<file path="src/rtl/hex_disp_pkg.sv">
// Shared types and constants for the hex display feeder.
// The leading-zero blanking helper is only referenced when HEXDISP_LZB_EN is defined.
package hex_disp_pkg;

    typedef enum logic {
        PAGE_LO = 1'b0,
        PAGE_HI = 1'b1
    } page_t;

    localparam int NUM_DIGITS = 6;
    localparam int HI_DIGITS  = 2;
    localparam int NIB_W      = 4 * NUM_DIGITS;

    // Digit k (k>0) is lit when it or any more-significant digit is nonzero.
    // Digit 0 always stays lit so a zero value still shows "0".
    function automatic logic [NUM_DIGITS-1:0] lzb_enables(input logic [NIB_W-1:0] nib);
        logic [NUM_DIGITS-1:0] en;
        logic                  seen;
        en   = '0;
        seen = 1'b0;
        for (int k = NUM_DIGITS - 1; k >= 0; k--) begin
            seen  = seen | (nib[4*k +: 4] != 4'h0);
            en[k] = seen;
        end
        en[0] = 1'b1;
        return en;
    endfunction

endpackage

</file>
<file path="src/rtl/btn_sync_edge.sv">
// Button conditioner: two-flop synchronizer plus rising-edge detector.
// btn_edge is a one-cycle pulse; a held button produces a single pulse.
module btn_sync_edge (
    input  logic clk,
    input  logic reset,
    input  logic btn_raw,
    output logic btn_edge
);

    logic sync1_q;
    logic sync2_q;
    logic prev_q;

    // Synchronize the raw level and remember the previous synchronized level.
    always_ff @(posedge clk) begin
        if (reset) begin
            sync1_q <= 1'b0;
            sync2_q <= 1'b0;
            prev_q  <= 1'b0;
        end else begin
            sync1_q <= btn_raw;
            sync2_q <= sync1_q;
            prev_q  <= sync2_q;
        end
    end

    assign btn_edge = sync2_q & ~prev_q;

endmodule

</file>
<file path="src/rtl/hex_display_ctrl.sv">
// Hex display feeder: captures a 32-bit word and pages it onto six nibble
// digits (low 24 bits, or high 8 bits on two digits). Paging by button or
// dwell timer. Optional macro HEXDISP_LZB_EN enables leading-zero blanking.
//
//   state   | meaning
//   --------+-------------------------------------------
//   PAGE_LO | showing val[23:0] on digits 5..0
//   PAGE_HI | showing val[31:24] on digits 1..0
module hex_display_ctrl
    import hex_disp_pkg::*;
#(
    parameter int DWELL_CYCLES = 50_000_000
) (
    input  logic                  clk,
    input  logic                  reset,
    input  logic                  load,
    input  logic [31:0]           data_in,
    input  logic                  freeze,
    input  logic                  page_btn,
    input  logic                  auto_en,
    output logic [NIB_W-1:0]      nibbles,
    output logic [NUM_DIGITS-1:0] digit_en,
    output logic                  page,
    output logic                  updated
);

    localparam int CNT_W = (DWELL_CYCLES > 1) ? $clog2(DWELL_CYCLES) : 1;
    localparam logic [CNT_W-1:0] CNT_LAST = CNT_W'(DWELL_CYCLES - 1);

`ifdef HEXDISP_LZB_EN
    localparam logic [NUM_DIGITS-1:0] EN_RST = NUM_DIGITS'(1);
`else
    localparam logic [NUM_DIGITS-1:0] EN_RST = '1;
    localparam logic [NUM_DIGITS-1:0] EN_HI  = NUM_DIGITS'((1 << HI_DIGITS) - 1);
`endif

    logic                  btn_edge;
    logic                  dwell_expire;
    logic                  toggle;
    logic                  capture;

    page_t                 page_q, page_d;
    logic [31:0]           val_q, val_d;
    logic [CNT_W-1:0]      cnt_q, cnt_d;
    logic [NIB_W-1:0]      nib_q, nib_d;
    logic [NUM_DIGITS-1:0] en_q, en_d;
    logic                  upd_q, upd_d;

    btn_sync_edge u_btn (
        .clk      (clk),
        .reset    (reset),
        .btn_raw  (page_btn),
        .btn_edge (btn_edge)
    );

    assign capture      = load & ~freeze;
    assign dwell_expire = auto_en & (cnt_q == CNT_LAST);
    // A button edge and a dwell expiry in the same cycle merge into one toggle.
    assign toggle       = btn_edge | dwell_expire;

    // Page FSM next-state.
    always_comb begin
        page_d = page_q;
        unique case (page_q)
            PAGE_LO: if (toggle) page_d = PAGE_HI;
            PAGE_HI: if (toggle) page_d = PAGE_LO;
            default: page_d = PAGE_LO;
        endcase
    end

    // Value capture, dwell counter and display mapping; outputs are built
    // from next-state values so they settle one cycle after the cause.
    always_comb begin
        val_d = val_q;
        upd_d = 1'b0;
        cnt_d = cnt_q;
        nib_d = '0;
        en_d  = EN_RST;

        if (capture) begin
            val_d = data_in;
            upd_d = (data_in != val_q);
        end

        if (!auto_en || btn_edge || dwell_expire) begin
            cnt_d = '0;
        end else begin
            cnt_d = cnt_q + CNT_W'(1);
        end

        if (page_d == PAGE_HI) begin
            nib_d[4*HI_DIGITS-1:0] = val_d[31 -: 4*HI_DIGITS];
        end else begin
            nib_d = val_d[NIB_W-1:0];
        end

`ifdef HEXDISP_LZB_EN
        en_d = lzb_enables(nib_d);
`else
        en_d = (page_d == PAGE_HI) ? EN_HI : '1;
`endif
    end

    // State and registered outputs.
    always_ff @(posedge clk) begin
        if (reset) begin
            page_q <= PAGE_LO;
            val_q  <= '0;
            cnt_q  <= '0;
            nib_q  <= '0;
            en_q   <= EN_RST;
            upd_q  <= 1'b0;
        end else begin
            page_q <= page_d;
            val_q  <= val_d;
            cnt_q  <= cnt_d;
            nib_q  <= nib_d;
            en_q   <= en_d;
            upd_q  <= upd_d;
        end
    end

    assign nibbles  = nib_q;
    assign digit_en = en_q;
    assign page     = (page_q == PAGE_HI);
    assign updated  = upd_q;

endmodule

</file>
<file path="config.mk">
export PLATFORM = sky130hd
export DESIGN_NAME = hex_display_ctrl
export DESIGN_NICKNAME = d
export VERILOG_FILES = /design/src/rtl/hex_disp_pkg.sv /design/src/rtl/btn_sync_edge.sv /design/src/rtl/hex_display_ctrl.sv
export SDC_FILE = /design/constraint.sdc
export NUM_CORES = 1
export LEC_CHECK = 0
export ABC_AREA = 1
export CAP_MARGIN = 20
export CORE_MARGIN = 3
export CORE_UTILIZATION = 47
export CTS_BUF_LIST = sky130_fd_sc_hd__clkbuf_16
export CTS_CLUSTER_DIAMETER = 200
export CTS_CLUSTER_SIZE = 25
export DETAILED_ROUTE_END_ITERATION = 10
export PLACE_DENSITY = 0.85
export REMOVE_ABC_BUFFERS = 1
export SYNTH_ARGS = -nofsm -noshare
export SYNTH_HDL_FRONTEND = slang
export SYNTH_SLANG_ARGS = --single-unit
export TNS_END_PERCENT = 50
</file>
<file path="constraint.sdc">
create_clock -name clk -period 1.68 [get_ports clk]
set_clock_uncertainty 0.15 [all_clocks]
set_input_delay 0.252 -clock clk [delete_from_list [all_inputs] [get_ports clk]]
set_output_delay 0.252 -clock clk [all_outputs]
set_load 0.01 [all_outputs]
</file>
# After elaboration in Yosys (flattened, before gate mapping)
# Index checks and enable logic that the tools add are counted.
# totals
wordCells	33
output_inout_bits	32
regBits	93
# classes
mux	6
bitwise_logic	8
n_addsub	1
n_reduce_logical	6
n_eq_ne	2
# op_table
op	n
32-bit 2-to-1 mux	1
32-bit inequality test	1
26-bit by 1-bit adder with 26-bit output (second input constant)	1
26-bit == test (second input constant)	1
8-bit 2-to-1 mux	1
6-bit 2-to-1 mux	1
2-bit OR reduction	3
1-bit NOT	4
1-bit bitwise AND	3
1-bit logical OR	2
1-bit 2-to-1 mux	2
1-bit one-hot mux with 2 select lines	1
1-bit logical NOT	1
1-bit bitwise OR	1

# Depth between registers and ports, before layout
# Gate-level depths: netlist of run 1.
# logic_depth
depth_word	6
depth_mapped	11
depth_no_buf	11

# By module
# A second synthesis of run 1 with hierarchy kept.
# unflattened
cells_unflattened	536
hier_area_um2	3962.6
# by_module_without_submodules
module	area_each_um2	cells_each	instances
hex_display_ctrl	3876.2	526	1
btn_sync_edge	86.3	10	1

# Least setup slack after synthesis of run 1
# Ideal clock, no wire load.
# synth_path
path_kind	reg2reg
startpoint	reg cnt_q[0]
endpoint	reg nib_q[16] (netlist: nibbles[16])
arrival_time_ps	1412
setup_slack_ps	8
path_stages_with_launch	12
n_path_buf	1
path_cell_list	dfxtp_1 ha_1 nand3_2 inv_2 nand2_1 nor2_1 nand2_2 nand2_2 nand2_4 nand2_8 buf_12 nor2_2
# synth_between
elab_chain_len	6
elab_cells_between_ends	7
# synth_rtl
item	line	text
from (decl)	hex_display_ctrl.sv:44	logic [CNT_W-1:0] cnt_q, cnt_d;
from (signal assigned)	hex_display_ctrl.sv:116	cnt_q <= cnt_d;
26-bit == test (*)	hex_display_ctrl.sv:57	assign dwell_expire = auto_en & (cnt_q == CNT_LAST);
1-bit bitwise AND (*)	hex_display_ctrl.sv:57	
1-bit bitwise OR (*)	hex_display_ctrl.sv:59	assign toggle = btn_edge | dwell_expire;
1-bit 2-to-1 mux (on tied branches)	hex_display_ctrl.sv:66, hex_display_ctrl.sv:65	
1-bit one-hot mux with 2 select lines (*)	hex_display_ctrl.sv:64	unique case (page_q)
2-bit OR reduction (no line) (*)	-	
to (signal assigned)	hex_display_ctrl.sv:117	nib_q <= nib_d;
to (decl)	hex_display_ctrl.sv:45	logic [NIB_W-1:0] nib_q, nib_d;
# Every way passes the cells marked *; elsewhere a longest branch is shown, timed or not.
# A chain may end at the register's enable or synchronous reset.

# Worst setup path after layout of run 1
# layout_path
startpoint	reg cnt_q[0]
endpoint	reg nib_q[7] (netlist: nibbles[7])
# layout_between
elab_chain_len	6
elab_cells_between_ends	7
# layout_rtl
item	line	text
26-bit == test (*)	hex_display_ctrl.sv:57	
1-bit bitwise AND (*)	hex_display_ctrl.sv:57	
1-bit bitwise OR (*)	hex_display_ctrl.sv:59	
1-bit 2-to-1 mux (on tied branches)	hex_display_ctrl.sv:66, hex_display_ctrl.sv:65	
1-bit one-hot mux with 2 select lines (*)	hex_display_ctrl.sv:64	
8-bit 2-to-1 mux (*)	hex_display_ctrl.sv:91	if (page_d == PAGE_HI) begin
# Marks and branches as above.

==> run_results.csv, run 1 <==
group,metric,value,unit
grt,top_usage_layer,"met2",
grt,use_met1,23.4,%
sta,slew_violations,0,
routing,drt_iter0_drc,230,
critical_path,reg2reg_to,"nibbles[7]$_SDFF_PP0_",
grt,grt_util_met3,4.38,%
sta,finalHoldViolCount,0,
critical_path,cpLargestDelayFamily,"simple AND/OR/NAND/NOR gates",
grt,overflow,0,
finish,final_nets,655,
sta,period_share,102,%
pwr,p_per_area,904,nW/um^2
finish,n_antenna_cell,0,
finish,fillCellCount,547,
synth,syn_inst,534,
sta,hold_slack,0.253,ns
min_path,holdPathStages,2,
cts,cts_tree,"done",
finish,drive_above_1_share,17.6,%
finish,largest_reg_flops,32,
cts,hold_buffers,0,
place,hpwl,7060,um
min_path,worstHoldStart,"u_btn.sync1_q$_SDFF_PP0_",
die,io_pins,70,
synth,synth-seq-cells,88,
critical_path,end_kind,"register",
status,violations,"negative setup slack",
place,io_buffers,67,
critical_path,crit_chain,"ha_4, nand3_4, inv_4, nand2_4, nor2_4, nand2_4, nand2_8, nand2_8, buf_12, nand3_2, nand2_2",
die,fp.dieH,97.2,um
sta,setup_viol,9,
routing,first_pass_iters,5,
cts,htreeDepth,3,
die,core_area,7890,sq um
status,status,"finished with violations",
critical_path,critPathKind,"reg2reg",
cts,clkTransAtPathRegs,0.06,ns
critical_path,cpMaxStageDelayCell,"dfxtp_2",
grt,grt_max_degree,27,
grt,grt_use_met2,38.5,%
routing,antenna_left,0,
critical_path,critical_path.max_fanout,7,
cts,clk_latency,0.33,ns
synth,synth.distinct_cells,30,
sta,fin_ws,-0.0328,ns
cts,cts.sinks,88,
finish,regMostFlops,"val_q",
sta,fmax,584,MHz
grt,grt_pass1_wl,16800,um
routing,drt_wl_total,10300,um
critical_path,crit_required,1.76,ns
critical_path,worstSetupStartpointType,"register",
pwr,power.leakage,2.14,nW
synth,ys_seq_area_share,45.1,%
critical_path,cp_num_buf_inv,2,
place,dp_slack,-0.301,ns
critical_path,arrival,1.79,ns
die,start_util,49.6,%
flow_run,maxCapViolations,0,
place,gp_congestion,0.924,
routing,drc,0,
routing,wl_per_cell,14.3,um
pwr,irDropWorstVdd,902,uV
routing,vias,3684,
grt,gr-usage-all-layers,21.4,%
finish,final_common_cell,"nor2_1",
synth,synth-warning-count,0,
synth,avgSynthCellArea,7.32,sq um
finish,final_cell_mix,"nor2_1 (131), nand2_1 (90), dfxtp_1 (74)",
grt,antenna_found_initial,0,
critical_path,r2r_slack,-0.03,ns
sta,rsz0062_at_grt,"true",
min_path,hold_path_end,"u_btn.sync2_q$_SDFF_PP0_",
critical_path,rr_worst_depth,11,
cts,cts_root_buf,"clkbuf_16",
cts,cts-buffers-inserted,9,
grt,grt_pass1_vias,3781,
die,fp.dieW,97.2,um
min_path,worstHoldPathType,"reg2reg",
finish,fin_cells,723,
critical_path,worst_path_largest_cell_delay,0.36,ns
critical_path,r2r_start,"cnt_q[0]$_SDFF_PP0_",
routing,via_per_inst,5.10,
cts,clockBufferDepth,2,
synth,syn-cell-area,3910,sq um
sta,period_needed,1.71,ns
die,row_count,32,
die,dieArea,9450,sq um
finish,area_growth,35.1,%
place,dp_cells,704,
## tightest hold or removal path, stage by stage, from the launching register on
cell	delay [ns]
dfxtp_1	0.30
inv_1	0.04
nor2_1	0.03
## metrics by stage
step	TNS (ns)	utilization [%]	cell area, sq um	total power, mW
floorplan	-16.91	-	3790	2.55
global placement	-8.20	60.6	4780	2.84
detailed placement	-10.88	60.6	4780	2.86
CTS	-0.0202	65.0	5130	4.78
global route	-2.22	67.0	5280	4.96
finish	-0.141	67.0	5280	4.78
## area by class of cell
type	instances	area, sq um	share of cell area, %
inverter	46	175	3.32
clock inverter	7	62.6	1.18
tap	102	128	2.42
timing repair buffer	88	876	16.6
sequential	88	1780	33.7
clock buffer	9	225	4.26
multi-input combinational	383	2040	38.6
## per-layer routing
layer	routed length (um)	share of wire (%)
met5	0	0
met4	396	3.8
met3	603	5.8
met2	5330	52
met1	3990	39
## power by group
group	switching, mW	leakage, nW	internal, mW
clock	0.790	0.136	1.14
sequential	0.0580	0.727	2.19
combinational	0.306	1.28	0.299
total	1.15	2.14	3.62
## how the worst max path moves through the flow
stage                               startpoint                endpoint  cells after the start
after floorplan                           load   nibbles[2]$_SDFF_PP0_                      7
after global placement                 auto_en  digit_en[4]$_SDFF_PP1_                     10
after detailed placement               auto_en   nibbles[2]$_SDFF_PP0_                     10
after CTS                  cnt_q[1]$_SDFF_PP0_   nibbles[2]$_SDFF_PP0_                     11
after global routing      cnt_q[18]$_SDFF_PP0_   nibbles[7]$_SDFF_PP0_                     11
final                      cnt_q[0]$_SDFF_PP0_   nibbles[7]$_SDFF_PP0_                     11
## synthesized netlist by cell type
library cell	number	area share [%]
nor3_1	15	1.9
nand3b_1	2	0.38
nor2_2	13	2.1
buf_2	6	0.77
nand4_2	1	0.32
inv_1	44	4.2
a21oi_1	13	1.7
buf_12	1	0.51
nand4_1	2	0.32
nor2_1	141	14
or2_2	5	0.80
nand2_8	1	0.51
nand2_2	3	0.48
clkbuf_1	4	0.38
or2_1	1	0.16
nand3_4	1	0.45
nand3_2	1	0.26
nand2_1	99	9.5
xor2_1	36	8.1
nand2_4	1	0.29
ha_1	1	0.32
buf_1	1	0.096
conb_1	1	0.096
nor2_4	1	0.29
dfxtp_1	88	45
inv_2	2	0.19
xnor2_1	5	1.1
o21ai_0	16	2.0
nand3_1	22	2.8
buf_4	7	1.3
## kinds of logic after synthesis
group	after synthesis	synth area share [%]
flops	88	45.1
xor+xnor	41	9.18
other cells	1	0.0959
compound gates	29	3.71
buf+inv	65	7.52
simple gates	309	34.1
fa+ha+maj	1	0.320
## repair_timing
item,CTS,global route
gates resized for setup,23,39
cloned,0,1
buffers inserted,0,2
endpoints found under the setup margin,57,53
pin swaps,4,16
Power figures use the tool's default switching activity.
==> inputs of run 2 (changes only) <==
- CORE_ASPECT_RATIO: default -> 1.4
==> run 2 against run 1 <==
The flow now finishes without violations. Maximum frequency rose by 3.6%. Register-to-register slack improved by 0.06 ns. Sequential share of layout area rose by 0.39 points. Die area rose by 0.16%. Hold slack improved by 0.028 ns. Non-clock buffer count rose by 2. Utilization fell by 1.2 points. Clock power fell by 8%. Sequential cell count did not move. Wire length fell by 1.9%. Combinational power barely moved.
==> run_results.csv, run 2 (synthesis gave the netlist of run 1 again) <==
group,metric,value,unit
pwr,irDropWorstVdd,920,uV
critical_path,arrival,1.74,ns
cts,cts_tree,"done",
place,gp_congestion,0.898,
routing,vias,3584,
cts,cts-buffers-inserted,9,
critical_path,crit_required,1.77,ns
die,io_pins,70,
sta,rsz0062_at_grt,"true",
pwr,p_per_area,885,nW/um^2
critical_path,r2r_slack,0.03,ns
grt,grt_pass1_wl,16300,um
cts,clockBufferDepth,2,
sta,fin_tns_setup,0,ns
min_path,worstHoldPathType,"reg2reg",
critical_path,reg2reg_to,"nibbles[0]$_SDFF_PP0_",
die,dieArea,9470,sq um
finish,regMostFlops,"val_q",
sta,period_share,98.4,%
die,core_area,7940,sq um
critical_path,rr_worst_depth,11,
critical_path,r2r_start,"cnt_q[1]$_SDFF_PP0_",
finish,finalInstanceArea,5220,sq um
routing,first_pass_iters,4,
grt,overflow,0,
finish,drive_above_1_share,15.4,%
routing,drt_iter0_drc,161,
sta,fmax,605,MHz
grt,grt_max_degree,36,
routing,antenna_left,0,
place,dp_slack,-0.275,ns
die,start_util,49.2,%
cts,clk_latency,0.34,ns
sta,fin_ws,0.0265,ns
critical_path,worstSetupStartpointType,"register",
finish,final_cell_mix,"nor2_1 (135), nand2_1 (91), dfxtp_1 (75)",
die,row_count,38,
sta,setup_viol,0,
critical_path,end_kind,"register",
critical_path,critical_path.max_fanout,7,
routing,wl_per_cell,14.0,um
grt,grt_pass1_vias,3675,
flow_run,maxCapViolations,0,
place,io_buffers,67,
finish,area_growth,33.5,%
critical_path,critPathLaunch,"cnt_q[1]$_SDFF_PP0_",
finish,finish.utilization,65.7,%
sta,period_needed,1.65,ns
routing,via_per_inst,4.96,
status,status,"finished clean",
die,fp.dieW,83.1,um
place,hpwl,7050,um
pwr,power,4.62,mW
finish,final_common_cell,"nor2_1",
min_path,holdPathStages,2,
pwr,power.leakage,2.13,nW
grt,antenna_found_initial,0,
min_path,worstHoldStart,"u_btn.sync1_q$_SDFF_PP0_",
cts,cts.sinks,88,
routing,drt_wl_total,10100,um
cts,cts_root_buf,"clkbuf_16",
min_path,hold_path_end,"u_btn.sync2_q$_SDFF_PP0_",
critical_path,critPathKind,"reg2reg",
cts,hold_buffers,0,
finish,final_nets,657,
cts,htreeDepth,3,
sta,finalHoldViolCount,0,
finish,n_antenna_cell,0,
sta,slew_violations,0,
routing,drc,0,
cts,clkTransAtPathRegs,0.06,ns
finish,largest_reg_flops,32,
die,fp.dieH,114,um
place,post_dp_cell_area,4790,sq um
grt,gr-usage-all-layers,21.5,%
run 2: cell count changes in the layout (fill, tap and decap cells not counted), moves of 2 or more:
cell            previous run  this run
buf_12                     4         6
dlymetal6s2s_1             1         3
nand2_4                    4         2
nand3_1                   14        20
nand3_2                    8         3
nor2_1                   131       135
nor2_2                    19        17
nor2_4                     5         3
run 2: layout make-up:
cell class | count | area (sq um)
well taps | 100 | 125
fillers | 582 | 2720
repair buffers | 90 | 926
clock buffers | 9 | 225
flip-flops and latches | 88 | 1780
multi-input cells | 383 | 1960
inverters | 46 | 173
clock inverters | 6 | 28.8
run 2: what timing repair did:
| item | 4_1_cts | 5_1_grt |
|---|---|---|
| cloned | 1 | 0 |
| endpoints found under the setup margin | 32 | 40 |
| setup buffers | 2 | 3 |
| resized for setup | 16 | 29 |
| pin swaps | 7 | 7 |
run 2: through the flow:
stage / instances / hold slack [ns]
finish: 722 / 0.281
global route: 722 / 0.289
CTS: 719 / 0.285
detailed placement: 701 / 0.257
global placement: 701 / 0.238
floorplan: 516 / 0.173
run 2: worst max-delay path, stage by stage (launching register included):
cell	delay (ns)
dfxtp_2	0.35
ha_4	0.14
nand3_2	0.08
inv_2	0.08
nand2_2	0.06
nor2_4	0.11
nand2_4	0.09
nand2_4	0.11
nand2_8	0.10
buf_6	0.15
nand3_1	0.06
nand2_1	0.06
run 2: where the power goes:
part / internal [mW] / switching, mW / leakage [nW]
logic: 0.303 / 0.301 / 1.27
registers: 2.19 / 0.0607 / 0.727
clock network: 0.972 / 0.793 / 0.127
run 2: layer usage:
metal	up-vias	GRT usage (%)	part of all wire [%]
met2	106	42.1	56
met4	0	11.2	3.2
met3	23	5.85	5.4
li1	1802	-	-
met5	-	0	0
met1	1653	20.1	36
run 2: how the worst max path moves through the flow:
| stage | endpoint | slack, ns | depth (start not counted) |
|---|---|---|---|
| 5_1_grt | nibbles[0]$_SDFF_PP0_ | -0.05 | 11 |
| 3_3_place_gp | nibbles[5]$_SDFF_PP0_ | -0.19 | 11 |
| 3_5_place_dp | nibbles[4]$_SDFF_PP0_ | -0.27 | 10 |
| 6_report | nibbles[0]$_SDFF_PP0_ | 0.03 | 11 |
| 4_1_cts | nibbles[0]$_SDFF_PP0_ | 0.002 | 11 |
| 2_1_floorplan | nibbles[2]$_SDFF_PP0_ | -0.38 | 7 |
